===== src/rtl/tt_um_fiumad_alu_bist.sv =====
// Built-in self-test driver for an external 4-bit ALU: sweeps every op/A/B
// vector, samples the ALU result LAT cycles after issue and compares it to a golden model.
module tt_um_fiumad_alu_bist #(
  parameter int LAT = 2
) (
  input  logic       clk,
  input  logic       rst_n,
  input  logic       ena,
  input  logic [7:0] ui_in,
  output logic [7:0] uo_out,
  input  logic [7:0] uio_in,
  output logic [7:0] uio_out,
  output logic [7:0] uio_oe
);

  typedef enum logic [2:0] {
    S_IDLE, S_ISSUE, S_WAIT, S_CHECK, S_DONE, S_FAIL
  } state_t;

  state_t      state, state_nxt;
  logic [2:0]  op, op_nxt;
  logic [3:0]  a, a_nxt, b, b_nxt;
  logic [7:0]  wait_cnt;
  logic [7:0]  gold;
  logic        start, start_q, armed, start_edge;
  logic        last_vec, match;
  logic        busy, done, fail, strobe;
  logic        unused;

  assign unused = &{ena, uio_in[6:0], 1'b0};

  // armed stays low after reset until start is seen low, so a start
  // already held across reset release cannot count as an edge.
  assign start      = uio_in[7];
  assign start_edge = start & ~start_q & armed;

  always_comb begin
    gold = '0;
    case (op)
      3'd0: gold = {4'b0, a} + {4'b0, b};
      3'd1: gold = {4'b0, a} - {4'b0, b};
      3'd2: gold = {4'b0, a} * {4'b0, b};
      3'd3: gold = (b == 4'd0) ? 8'd0 : {4'b0, a} / {4'b0, b};
      3'd4: gold = {4'b0, a} & {4'b0, b};
      3'd5: gold = {4'b0, a} | {4'b0, b};
      default: gold = '0;
    endcase
  end

  assign match = (ui_in == gold);

  // {op,a,b} as one counter gives the op/A/B nesting; divide-by-zero
  // vectors are stepped over so they never reach ISSUE.
  always_comb begin
    {op_nxt, a_nxt, b_nxt} = {op, a, b} + 11'd1;
    if (op_nxt == 3'd3 && b_nxt == 4'd0) b_nxt = 4'd1;
    last_vec = (op == 3'd5) && (a == 4'hF) && (b == 4'hF);
  end

  always_ff @(posedge clk or negedge rst_n) begin
    if (!rst_n) state <= S_IDLE;
    else        state <= state_nxt;
  end

  always_comb begin
    state_nxt = state;
    case (state)
      S_IDLE, S_DONE, S_FAIL: if (start_edge) state_nxt = S_ISSUE;
      S_ISSUE: state_nxt = (LAT > 1) ? S_WAIT : S_CHECK;
      S_WAIT:  if (wait_cnt <= 8'd1) state_nxt = S_CHECK;
      S_CHECK: begin
        if (!match)        state_nxt = S_FAIL;
        else if (last_vec) state_nxt = S_DONE;
        else               state_nxt = S_ISSUE;
      end
      default: state_nxt = S_IDLE;
    endcase
  end

  always_ff @(posedge clk or negedge rst_n) begin
    if (!rst_n) begin
      op       <= '0;
      a        <= '0;
      b        <= '0;
      wait_cnt <= '0;
      start_q  <= 1'b0;
      armed    <= 1'b0;
    end else begin
      start_q <= start;
      if (!start) armed <= 1'b1;
      case (state)
        S_IDLE, S_DONE, S_FAIL: if (start_edge) {op, a, b} <= '0;
        S_ISSUE: wait_cnt <= 8'(LAT - 1);
        S_WAIT:  wait_cnt <= wait_cnt - 8'd1;
        S_CHECK: if (match && !last_vec) {op, a, b} <= {op_nxt, a_nxt, b_nxt};
        default: ;
      endcase
    end
  end

  always_comb begin
    busy   = 1'b0;
    done   = 1'b0;
    fail   = 1'b0;
    strobe = 1'b0;
    case (state)
      S_ISSUE: begin busy = 1'b1; strobe = 1'b1; end
      S_WAIT, S_CHECK: busy = 1'b1;
      S_DONE: done = 1'b1;
      S_FAIL: begin done = 1'b1; fail = 1'b1; end
      default: ;
    endcase
  end

  assign uo_out  = {a, b};
  assign uio_out = {1'b0, strobe, fail, done, busy, op};
  assign uio_oe  = 8'b0111_1111;

endmodule


===== config.mk =====
export PLATFORM = sky130hd
export DESIGN_NAME = tt_um_fiumad_alu_bist
export DESIGN_NICKNAME = d
export VERILOG_FILES = /design/src/rtl/tt_um_fiumad_alu_bist.sv
export SDC_FILE = /design/constraint.sdc
export NUM_CORES = 1
export LEC_CHECK = 0
export ABC_AREA = 1
export CAP_MARGIN = 20
export CORE_UTILIZATION = 60
export DETAILED_ROUTE_END_ITERATION = 10
export DONT_BUFFER_PORTS = 1
export PLACE_DENSITY_LB_ADDON = 0.08
export SYNTH_ARGS = -nofsm -noshare
export SYNTH_HDL_FRONTEND = slang
export SYNTH_SLANG_ARGS = --single-unit

===== constraint.sdc =====
create_clock -name clk -period 9 [get_ports clk]
set_input_delay 1.8 -clock clk [delete_from_list [all_inputs] [get_ports clk]]
set_output_delay 1.8 -clock clk [all_outputs]
set_load 0.1 [all_outputs]

# Word-level counts from Yosys, hierarchy flattened
# Cells that the tools add are included.
# op_classes
n_addsub,4
multipliers,1
div_mod_pow,1
magnitude_cmp,1
eq_ne,17
n_shift,0
n_mux,21
bitwise_logic,5
n_reduce_logical,16
# op_table
operator,count
8-bit case mux with 6 select lines,1
3-bit two-way mux,6
4-bit two-way mux,4
4-bit case mux with 2 select lines,2
8-bit case mux with 2 select lines,1
3-bit by 2-bit == test with 1-bit output (second input constant),5
3-bit == test (second input constant),4
3-bit case mux with 4 select lines,1
11-bit by 1-bit adder with 11-bit output (second input constant),1
4-bit by 4-bit divider with 8-bit output,1
4-bit == test (second input constant),2
8-bit == test,1
8-bit by 1-bit <= comparator with 1-bit output (second input constant),1
4-bit zero test,2
4-bit by 4-bit multiplier with 8-bit output,1
8-bit two-way mux,1
8-bit by 1-bit subtractor with 8-bit output (second input constant),1
3-bit by 1-bit == test with 1-bit output (second input constant),2
3-bit zero test,2
2-bit inequality test (second input constant),3
3-bit case mux with 2 select lines,1
3-bit OR reduction,2
4-bit by 4-bit adder with 5-bit output,1
4-bit by 4-bit subtractor with 5-bit output,1
11 further kinds,19
# totals
regBits,24
latchBits,0
ram_bits,0
mem_bits_ro,0
in_bits,19
out_inout_bits,24
n_memories,0

# Logic depth before layout (Yosys ltp)
# Gate-level depths: netlist of run 1.
# depth
ltp_word,7
ltp_mapped,76

# Worst setup path after synthesis of run 1
# Ideal clock, no wire load.
# synth_path
path_type,register to register
from,reg b[0]
to,reg b[0]
arrival_ns,9.678
required_time_ns,8.876
slack_ns,-0.802
stages_incl_launch_ff,73
path_buffers,1
synth_period_minus_slack_ns,9.802
path_cell_list,dfrtp_1 inv_1 ha_1 nand3_1 o21ai_4 nand2_1 inv_1 ha_1 o21ai_0 nand2_1 nand2_1 nand3_2 nand2_1 ha_1 nand4_1 nand3_1 clkinv_1 nand3_2 [37 not listed] nor2_4 nand2_1 o21ai_0 ha_1 a21boi_0 o21ai_0 nand2_1 a21oi_1 nand2_1 nand2_1 nand4_1 nand2_1 nand3_1 nand2_2 nand2_2 buf_6 nand2_1 nand2_1
# synth_between
elab_chain_cells,7
elab_cells_between_ends,23
classes_between,add/sub: 3; mul: 1; div: 1; eq/ne: 4; mux: 5; bitwise: 2; reduce/logical: 7
# synth_rtl
item,line,source
start: declaration,22,"logic [3:0] a, a_nxt, b, b_nxt;"
start signal: assignment,95,"S_CHECK: if (match && !last_vec) {op, a, b} <= {op_nxt, a_nxt, b_nxt};"
4-bit by 4-bit divider with 8-bit output / 4-bit zero test (equally long branches),43,"3'd3: gold = (b == 4'd0) ? 8'd0 : {4'b0, a} / {4'b0, b};"
8-bit two-way mux,43,
8-bit case mux with 6 select lines,39,case (op)
8-bit == test,50,assign match = (ui_in == gold);
1-bit logical AND,95,
2-bit inequality test (no line),--,
3-bit AND reduction (no line),--,
# Parallel ways exist; a longest one is shown, timed or not. The select of a mux whose other input is x is not followed.
# A chain may end at the register's enable or synchronous reset.

# Worst setup path after layout of run 1
# layout_path
from,reg b[0]
to,reg b[1]
# The elaborated chain is that of the path after synthesis.

==> flow_metrics.py, run 1 <==
metrics = {
    "status": {
        "status": "completed",
    },
    "synthesis": {
        "syn_area_mm2": 0.00386,
        "synth_warnings": 0,
        "synth_seq_cells": 24,
        "synth.area.top_cells": "ha_1 18%, dfrtp_1 16%, nand2_1 14%, inv_1 9.1%, nand3_1 4.7%",
        "seq_area_frac_synth_pct": 15.6,
        "syn_area_per_cell_um2": 6.56,
        "ys.flop_type": "dfrtp_1",
        "syn-instance-count": 588,
        "ys_types": 45,
        "yosysTopAreaCell": "ha_1",
        "synthArstFlopShare_pct": 100,
        "synth_edf_count": 0,
        "synth_top_area_share_pct": 18.5,
    },
    "global_routing": {
        "antenna_found_initial": 0,
        "grt_max_degree": 25,
        "track_usage_pct": 29.3,
        "grt_pass1_wl_um": 15400,
        "overflow": 0,
        "grt_pass1_vias": 3542,
    },
    "routing": {
        "first_iter_violations": 110,
        "wl_met2_um": 4840,
        "drtPass1Iterations": 5,
        "routed_wirelength_um": 9730,
        "drc_errors": 0,
        "wl_per_cell_um": 13.9,
        "drt-vias-per-instance": 5.52,
        "drt-met1-wl_um": 4280,
        "wl_met3_um": 465,
        "top_layer_used": "met4",
        "ant_nets": 0,
        "vias": 3874,
    },
    "sta": {
        "fmaxAchievable_mhz": 117,
        "hold_violations": 0,
        "worst_clock_skew_ns": 0.00844,
        "drv_slew": 0,
        "fin_crit_sh_pct": 95.2,
        "worst_pin_slew_ns": 1.36,
        "setup_violations": 0,
        "finalCriticalPeriod_ns": 8.57,
        "max_slew_margin_pct": 8.77,
    },
    "final_layout": {
        "area_growth_pct": 17.8,
        "fillers": 502,
        "drive_gt1_share_pct": 21.2,
        "utilization_pct": 75.0,
        "n_antenna_cell": 0,
        "nets": 710,
    },
    "place": {
        "gp_congestion": 0.920,
        "dp_hpwl_um": 7210,
        "port-buffer-count": 0,
    },
    "worst_hold_path": {
        "min_path_type": "flip-flop to flip-flop",
    },
    "die": {
        "fp.dieH_um": 82.2,
        "die-area_mm2": 0.00676,
        "initial_core_util_pct": 63.7,
        "std_cell_rows": 28,
        "core_mm2": 0.00606,
        "pin_count": 43,
        "die_x_um": 82.2,
    },
    "setup_path": {
        "cp_slowest_cell": "dfrtp_4",
        "worstSetupStartpointType": "flip-flop",
        "crit_top_cell": "nand2_2",
        "worstPathRequired_ns": 9.20,
        "max_stage_delay_ns": 0.55,
        "critPathKind": "flip-flop to flip-flop",
        "crit_fanout": 7,
        "crit_arrival_ns": 8.77,
        "cp-end-kind": "flip-flop",
    },
    "clock_network": {
        "clock_latency_ns": 0.27,
        "clk_pin_slew_ns": 0.09,
        "htree_levels": 1,
        "cts_tree": "built",
        "clkSinkCount": 24,
        "cts_buffer_depth": 2,
        "cts_root_buffer": "clkbuf_8",
        "numCtsBuffers": 3,
    },
    "run": {
        "max_cap_viol_count": 0,
    },
}
## layout make-up
type,count,area [µm²],area share (%)
multi-input cells,456,3050,67.2
clock inverters,1,30.0,0.661
flip-flops and latches,24,614,13.5
inverters,99,383,8.43
well taps,75,93.8,2.06
clock buffers,3,41.3,0.909
repair buffers,44,330,7.27
## flip-flops by register name, indices dropped and copies added, names as in the netlist
| name | flops |
|---|---|
| start_q | 1 |
| a | 4 |
| b | 4 |
| wait_cnt | 8 |
| op | 3 |
| armed | 1 |
| state | 3 |
## synth_stat cells (all sizes together) (2+ instances only)
cell type and n:
buf 16, a21o 2, a211oi 2, o211ai 2, o221ai 2, nand4 12, nand2 149, nand3 40
nor4 3, xor2 16, o31ai 2, ha 57, fa 6, a21oi 25, clkbuf 6, and2 2
nor2 46, conb 2, o21bai 2, nor3b 2, dfrtp 24, nor3 15, o21ai 38, o22ai 2
inv 98, xnor2 8
## cells by family (layout without fill, tap and decap cells)
kind of cell    count (synthesis)  count (layout)  share of synthesized area (%)
flops                          24              24                           15.6
compound gates                 82              82                           12.2
other cells                     2              13                          0.195
mux                             1               1                          0.292
simple gates                  271             273                           31.2
xor+xnor                       24              24                           5.45
buf+inv                       121             147                           13.5
fa+ha+maj                      63              63                           21.6
## metal layers
metal  track usage, %  vias to the layer above
met2             52.5                      105
met1             35.9                     1795
met3             5.38                       14
met4             7.02                        0
met5                0                        -
li1                 -                     1960
## per-stage QoR
step           cells  worst slack [ns]  hold slack [ns]  setup TNS (ns)  area, µm²
2_1_floorplan    599            0.0183            0.414               0       3930
3_3_place_gp     678           -0.0124            0.425         -0.0224       4080
3_5_place_dp     678            -0.259            0.430           -2.48       4080
4_1_cts          686            0.0139            0.451               0       4200
5_1_grt          702            -0.172            0.481          -0.942       4540
6_report         702             0.432            0.448               0       4540
## path summary, 6_finish.rpt
path	startpoint	end	slack, ns	depth (start not counted)
setup / recovery	b[0]	b[1]	0.43	68
hold / removal	armed	armed	0.45	2
setup reg to reg	b[0]	b[1]	0.43	68
hold reg to reg	armed	armed	0.45	2
max in group asynchronous	rst_n	b[1]	7.70	0
min in group asynchronous	rst_n	state[0]	1.21	0
## critical path: cells and delay by family, from the launching register on
family / cells / cell delay [ns]
buffers and inverters: 13 / 1.30
AOI/OAI and AO/OA: 12 / 1.38
DFF: 1 / 0.55
adders and majority gates: 8 / 1.89
and+or+nand+nor: 35 / 3.38
## cell usage in the layout, fill, tap and decap left out, types with 3 or more instances in the layout
master	netlist	layout
a21oi_2	0	4
nand4_1	12	12
buf_4	13	44
dfrtp_2	0	5
ha_4	0	7
dfrtp_1	24	17
nand2_1	140	125
inv_4	0	3
o21ai_2	0	7
clkbuf_8	0	3
o21ai_1	6	6
conb_1	2	13
nand2_2	9	23
nand3_1	36	31
o21ai_0	31	23
fa_1	6	6
xor2_1	16	16
inv_2	4	9
ha_1	57	50
inv_1	94	86
nor3_1	15	15
nor2_2	2	6
a21oi_1	25	21
nor4_1	3	3
xnor2_1	8	8
nand3_2	3	7
nor2_1	43	39
## timing repair
action,4_1_cts,5_1_grt
setup buffers,3,15
cloned,1,1
hold buffers,0,0
pin swaps,4,28
endpoints found under the setup margin,12,13
resized for setup,6,59
Power of run 1 is left out: the tool's default activity adds up to more than one toggle a clock period on the data nets, which glitch-free logic cannot reach.
==> run 2: changes to the inputs <==
--- a/config.mk
+++ b/config.mk
@@ -6,5 +6,5 @@
 export NUM_CORES = 1
 export LEC_CHECK = 0
-export ABC_AREA = 1
+export ABC_AREA = 0
 export CAP_MARGIN = 20
 export CORE_UTILIZATION = 60
==> constraint.sdc (replaced) <==
create_clock -name clk -period 9 [get_ports clk]
set_input_delay 1.35 -clock clk [delete_from_list [all_inputs] [get_ports clk]]
set_output_delay 1.35 -clock clk [all_outputs]
set_load 0.1 [all_outputs]
==> run 2 against run 1 <==
Compared with the run above:
- the run now ends with design-rule violations, negative setup slack left
- non-clock buffer count up 106
- sequential share of layout area down 3.1 points
- die area up 6.7%
- critical endpoint unchanged
- highest routed layer unchanged
==> flow_metrics.py, run 2 <==
metrics = {
    "synthesis": {
        "yosysMostFrequentCell": "ha_1",
        "seq_area_frac_synth_pct": 14.6,
        "ys_types": 82,
        "syn-instance-count": 506,
        "synth_seq_cells": 24,
        "synth_top_area_share_pct": 17.3,
        "yosysTopAreaCell": "ha_1",
        "synthArstFlopShare_pct": 100,
        "synth_edf_count": 0,
        "synth_common_cells": "57 x ha_1, 40 x nor2_1, 31 x a21oi_1, 31 x inv_1, 28 x nand2_1",
        "synth.area.top_cells": "ha_1 17%, dfrtp_1 15%, a21oi_1 3.8%, nor2_1 3.6%, fa_1 2.9%",
        "synth_warnings": 0,
        "syn_area_per_cell_um2": 8.15,
        "syn_area_mm2": 0.00412,
        "ys.flop_type": "dfrtp_1",
    },
    "setup_path": {
        "r2r-start": "b[1]",
        "cp_slowest_cell": "dfrtp_4",
        "crit_top_cell": "buf_4",
        "cp-end-kind": "flip-flop",
        "critPathKind": "flip-flop to flip-flop",
        "max_stage_delay_ns": 0.50,
        "reg2reg_depth": 57,
        "worstPathRequired_ns": 9.17,
        "r2r-end": "b[1]",
        "worstSetupStartpointType": "flip-flop",
        "crit_fanout": 6,
        "crit_arrival_ns": 10.94,
        "r2r_slack_ns": -1.77,
    },
    "run": {
        "max_cap_viol_count": 0,
    },
    "routing": {
        "drtPass1Iterations": 10,
        "drt-vias-per-instance": 6.99,
        "wl_met2_um": 7580,
        "first_iter_violations": 512,
        "drt-met1-wl_um": 5720,
        "wl_met3_um": 1770,
        "ant_nets": 0,
        "wl_per_cell_um": 22.6,
        "routed_wirelength_um": 16400,
        "top_layer_used": "met4",
        "drc_errors": 1,
        "vias": 5069,
    },
    "power": {
        "p_leak_nw": 2.61,
        "p_per_area_mw_per_mm2": 519,
        "power.total_mw": 3.02,
        "peakVddDrop_mv": 0.357,
    },
    "global_routing": {
        "grt_max_degree": 25,
        "antenna_found_initial": 0,
        "overflow": 0,
        "grt_pass1_vias": 4992,
        "grt_pass1_wl_um": 23800,
        "track_usage_pct": 41.5,
    },
    "final_layout": {
        "largestRegisters": "wait_cnt (8), a (4), b (4)",
        "layout.cells.most_common": "buf_4",
        "regMostFlops": "wait_cnt",
        "nets": 731,
        "area_growth_pct": 41.0,
        "largest_reg_flops": 8,
        "utilization_pct": 89.6,
        "drive_gt1_share_pct": 38.6,
        "n_antenna_cell": 0,
        "final_cell_mix": "142 x buf_4, 48 x ha_1, 35 x nor2_1",
    },
    "clock_network": {
        "clkSinkCount": 24,
        "cts_buffer_depth": 2,
        "cts_tree": "built",
        "cts_root_buffer": "clkbuf_8",
        "htree_levels": 1,
        "clock_latency_ns": 0.27,
        "numCtsBuffers": 3,
        "clk_pin_slew_ns": 0.09,
    },
    "sta": {
        "worst_pin_slew_ns": 1.22,
        "whs_ns": 0.515,
        "fin_crit_sh_pct": 120,
        "setup_violations": 13,
        "hold_violations": 0,
        "worst_clock_skew_ns": 0.00522,
        "fmaxAchievable_mhz": 92.8,
        "grt_setup_unrepaired": "yes",
        "max_slew_margin_pct": 18.2,
        "drv_slew": 0,
        "worst_slack_ns": -1.77,
        "finalCriticalPeriod_ns": 10.77,
    },
    "die": {
        "pin_count": 43,
        "die_x_um": 84.9,
        "initial_core_util_pct": 63.5,
        "die-area_mm2": 0.00721,
        "fp.dieH_um": 84.9,
        "core_mm2": 0.00649,
        "std_cell_rows": 29,
    },
    "status": {
        "violations": "design-rule violations, negative setup slack",
        "status": "complete, but fails checks",
    },
    "place": {
        "dp_hpwl_um": 9300,
        "gp_congestion": 0.892,
        "port-buffer-count": 0,
    },
    "worst_hold_path": {
        "hold_depth": 1,
        "hold_end": "armed",
        "min_path_type": "flip-flop to flip-flop",
        "hold_start": "armed",
    },
}
## run 2: cell types whose count changed after synthesis, sizes merged, moves of 9 or more
| cell | delta |
|---|---|
| nor2b | +9 |
| inv | -66 |
| o31ai | +9 |
| nand2 | -121 |
| o21a | +11 |
| nor3 | +9 |
| mux2i | +11 |
| nand3 | -25 |
| o21ai | -9 |
## run 2: routing by layer
metal / vias up / global-route usage, %
met4: 0 / 21.9
met1: 2371 / 47.9
met2: 410 / 72.7
li1: 2136 / -
met3: 152 / 8.37
met5: - / 0
## run 2: cell type report
type	count	area [µm²]
Multi-Input combinational cell	437	3740
Timing Repair Buffer	150	1180
Fill cell	289	678
Sequential cell	24	608
Inverter	33	130
Tap cell	77	96.3
Clock buffer	4	55.1
## run 2: stage by stage
| stage | instances | setup WS, ns | instance area, µm² | setup TNS, ns |
|---|---|---|---|---|
| 6_report | 725 | -1.77 | 5820 | -21.88 |
| 5_1_grt | 725 | -2.01 | 5820 | -24.96 |
| 4_1_cts | 709 | -0.957 | 5590 | -11.07 |
| 3_5_place_dp | 674 | -1.06 | 5160 | -12.80 |
| 3_3_place_gp | 674 | -0.786 | 5160 | -9.23 |
| 2_1_floorplan | 517 | -1.25 | 4420 | -15.01 |
## run 2: worst max path at each step
stage | from | end | slack, ns | cells after the start
final | b[1] | b[1] | -1.77 | 57
after global routing | b[0] | op[1] | -2.01 | 53
after CTS | b[0] | b[1] | -0.96 | 53
after detailed placement | b[0] | b[1] | -1.06 | 51
after global placement | b[0] | b[1] | -0.79 | 50
after floorplan | b[1] | b[1] | -1.25 | 51
## run 2: where the power goes
group          switching, mW  leakage [nW]  internal (mW)  total [mW]
Combinational           1.36          2.27           1.41        2.77
Sequential            0.0374         0.311          0.132       0.169
Clock                 0.0377        0.0288         0.0392      0.0769
## run 2: worst max-delay path, delay by kind of cell (launching register included)
family                   cells  cell delay [ns]
AO/OA/AOI/OAI               20             3.50
AND/OR/NAND/NOR             15             2.84
flip-flops                   1             0.50
buffers and inverters       15             1.95
adder cells (fa/ha/maj)      6             1.51
multiplexers                 1             0.33
## run 2: cells by family after synthesis
kind of cell	synth area share, %
simple gates	22.7
compound gates	26.9
fa+ha+maj	20.2
buf+inv	6.58
xor+xnor	5.10
flops	14.6
mux	3.85
other cells	0.182
## run 2: what timing repair did
item,in CTS,in global routing
resized for setup,26,22
hold buffers,0,0
setup endpoints to repair,13,13
pin swaps,50,43
gates cloned,1,0
setup buffers,30,16
Note: power is estimated with default switching activity, not from simulation.
==> run 3: changes to the inputs <==
CORE_UTILIZATION = 61   (was 60)
CTS_BUF_LIST = sky130_fd_sc_hd__clkbuf_8   (was not set)
SKIP_LAST_GASP = 1   (was not set)
==> run 3 against run 2 <==
Compared with the run above:
- the run still ends with design-rule violations, negative setup slack left
- worst hold slack worse by 0.0059 ns
- sequential cell count unchanged
- critical path depth shrank 2
- clock skew shrank 0.0030 ns
- critical path type unchanged
- critical endpoint is now a[3]
==> flow_metrics.py, run 3 (synthesized netlist as in run 2, its figures left out) <==
metrics = {
    "worst_hold_path": {
        "hold_end": "wait_cnt[7]",
        "hold_start": "wait_cnt[7]",
        "min_path_type": "flip-flop to flip-flop",
        "hold_depth": 1,
    },
    "power": {
        "sequentialPowerShare_pct": 6.1,
        "peakVddDrop_mv": 0.274,
        "p_per_area_mw_per_mm2": 476,
        "p_comb_share_pct": 91.1,
        "clock_power_share_pct": 2.8,
        "switching_share_pct": 46.9,
        "power.total_mw": 2.73,
        "p_int_mw": 1.45,
        "power.switching_mw": 1.28,
        "p_leak_nw": 2.53,
    },
    "final_layout": {
        "drive_gt1_share_pct": 37.6,
        "fillers": 298,
        "fin_cells": 712,
        "nets": 718,
        "n_antenna_cell": 0,
        "layout.cells.most_common": "buf_4",
        "area_growth_pct": 39.0,
        "largest_reg_flops": 8,
        "regMostFlops": "wait_cnt",
        "final_cell_mix": "131 x buf_4, 48 x ha_1, 36 x nor2_1",
        "largestRegisters": "wait_cnt (8), a (4), b (4)",
        "final_area_mm2": 0.00573,
    },
    "die": {
        "die-area_mm2": 0.00709,
        "core_mm2": 0.00642,
        "pin_count": 43,
        "std_cell_rows": 29,
        "fp.dieH_um": 84.2,
        "die_x_um": 84.2,
        "initial_core_util_pct": 64.2,
    },
    "sta": {
        "worst_clock_skew_ns": 0.00219,
        "max_slew_margin_pct": 25.8,
        "whs_ns": 0.510,
        "drv_slew": 0,
        "finalCriticalPeriod_ns": 10.28,
        "worst_slack_ns": -1.28,
        "worst_pin_slew_ns": 1.11,
        "fmaxAchievable_mhz": 97.2,
        "setup_violations": 13,
        "grt_setup_unrepaired": "yes",
        "hold_violations": 0,
        "fin_crit_sh_pct": 114,
    },
    "routing": {
        "wl_per_cell_um": 20.5,
        "drc_errors": 7,
        "drt-vias-per-instance": 6.71,
        "first_iter_violations": 540,
        "ant_nets": 0,
        "routed_wirelength_um": 14600,
        "drtPass1Iterations": 8,
        "vias": 4776,
    },
    "global_routing": {
        "overflow": 0,
        "grt_pass1_vias": 4328,
        "track_usage_pct": 35.1,
        "grt_pass1_wl_um": 20200,
        "grt_max_degree": 25,
        "antenna_found_initial": 0,
    },
    "clock_network": {
        "htree_levels": 1,
        "cts_hold_buf": 0,
        "cts_root_buffer": "clkbuf_8",
        "clock_latency_ns": 0.27,
        "numCtsBuffers": 3,
        "clkSinkCount": 24,
        "cts_tree": "built",
        "cts_buffer_depth": 2,
        "clk_pin_slew_ns": 0.09,
    },
    "setup_path": {
        "path_delay_family": "compound AO/OA/AOI/OAI gates",
        "cp-end-kind": "flip-flop",
        "crit_fanout": 5,
        "worstPathRequired_ns": 9.16,
        "crit_top_cell": "ha_4",
        "crit_arrival_ns": 10.44,
        "reg2reg_depth": 55,
        "worstSetupStartpointType": "flip-flop",
        "cp_slowest_cell": "dfrtp_4",
        "critPathKind": "flip-flop to flip-flop",
        "r2r-end": "a[3]",
        "r2r-start": "b[0]",
        "max_stage_delay_ns": 0.51,
        "r2r_slack_ns": -1.28,
        "path_buf_inv": 6,
    },
    "place": {
        "dp_hpwl_um": 9240,
        "port-buffer-count": 0,
        "gp_congestion": 0.910,
        "place_area_mm2": 0.00516,
        "place_inst": 675,
        "pre_cts_slack_ns": -1.18,
    },
    "status": {
        "violations": "design-rule violations, negative setup slack",
        "status": "complete, but fails checks",
    },
    "run": {
        "max_cap_viol_count": 0,
    },
}
run 3: cell count changes in the layout (fill, tap and decap cells not counted), sizes merged:
cell / before / now
o211ai: 11 / 10
clkbuf: 4 / 5
buf: 150 / 137
run 3: layout make-up:
class / instances / area, µm² / area share (%)
Clock buffer: 4 / 55.1 / 0.960
Inverter: 33 / 128 / 2.23
Multi-Input combinational cell: 436 / 3750 / 65.4
Sequential cell: 24 / 608 / 10.6
Tap cell: 77 / 96.3 / 1.68
Timing Repair Buffer: 138 / 1100 / 19.1
run 3: worst max-delay path by stage:
stage | end | slack [ns] | startpoint | cells past startpoint
floorplan | b[1] | -1.25 | b[1] | 51
global placement | b[1] | -0.83 | b[0] | 51
detailed placement | b[1] | -1.18 | b[0] | 51
CTS | a[0] | -1.00 | b[1] | 53
global route | a[3] | -1.70 | b[0] | 55
finish | a[3] | -1.28 | b[0] | 55
run 3: repair_timing:
item                                    in CTS  in global routing
resized for setup                           22                 29
endpoints found under the setup margin      13                 13
pin swaps                                   17                 55
setup buffers                               16                 16
cloned                                       1                  0
run 3: stage by stage:
step / util [%] / TNS [ns]
2_1_floorplan: - / -15.01
3_3_place_gp: 80.4 / -9.47
3_5_place_dp: 80.4 / -13.69
4_1_cts: 85.2 / -11.09
5_1_grt: 89.3 / -20.95
6_report: 89.3 / -15.38
run 3: routing by layer:
| layer | global-route usage (%) | vias to the layer above | share of wire [%] |
|---|---|---|---|
| met3 | 5.21 | 108 | 8.7 |
| met4 | 10.5 | 0 | 5.9 |
| li1 | - | 2113 | - |
| met5 | 0 | - | 0 |
| met2 | 62.0 | 329 | 48 |
| met1 | 44.5 | 2226 | 37 |
run 3: power groups by stage:
stage | clock network [mW] | logic (mW) | registers, mW
floorplan | 0 | 1.26 | 0.165
global placement | 0 | 1.85 | 0.164
detailed placement | 0 | 1.94 | 0.166
CTS | 0.0730 | 2.15 | 0.164
global route | 0.0791 | 2.62 | 0.171
finish | 0.0753 | 2.48 | 0.167
run 3: worst register-to-register path: cells and delay by family, from the launching register on:
family | cells | cell delay [ns]
buf+inv | 6 | 0.80
fa+ha+maj | 8 | 1.71
simple gates | 16 | 2.87
mux | 1 | 0.19
compound gates | 24 | 4.10
flops | 1 | 0.51
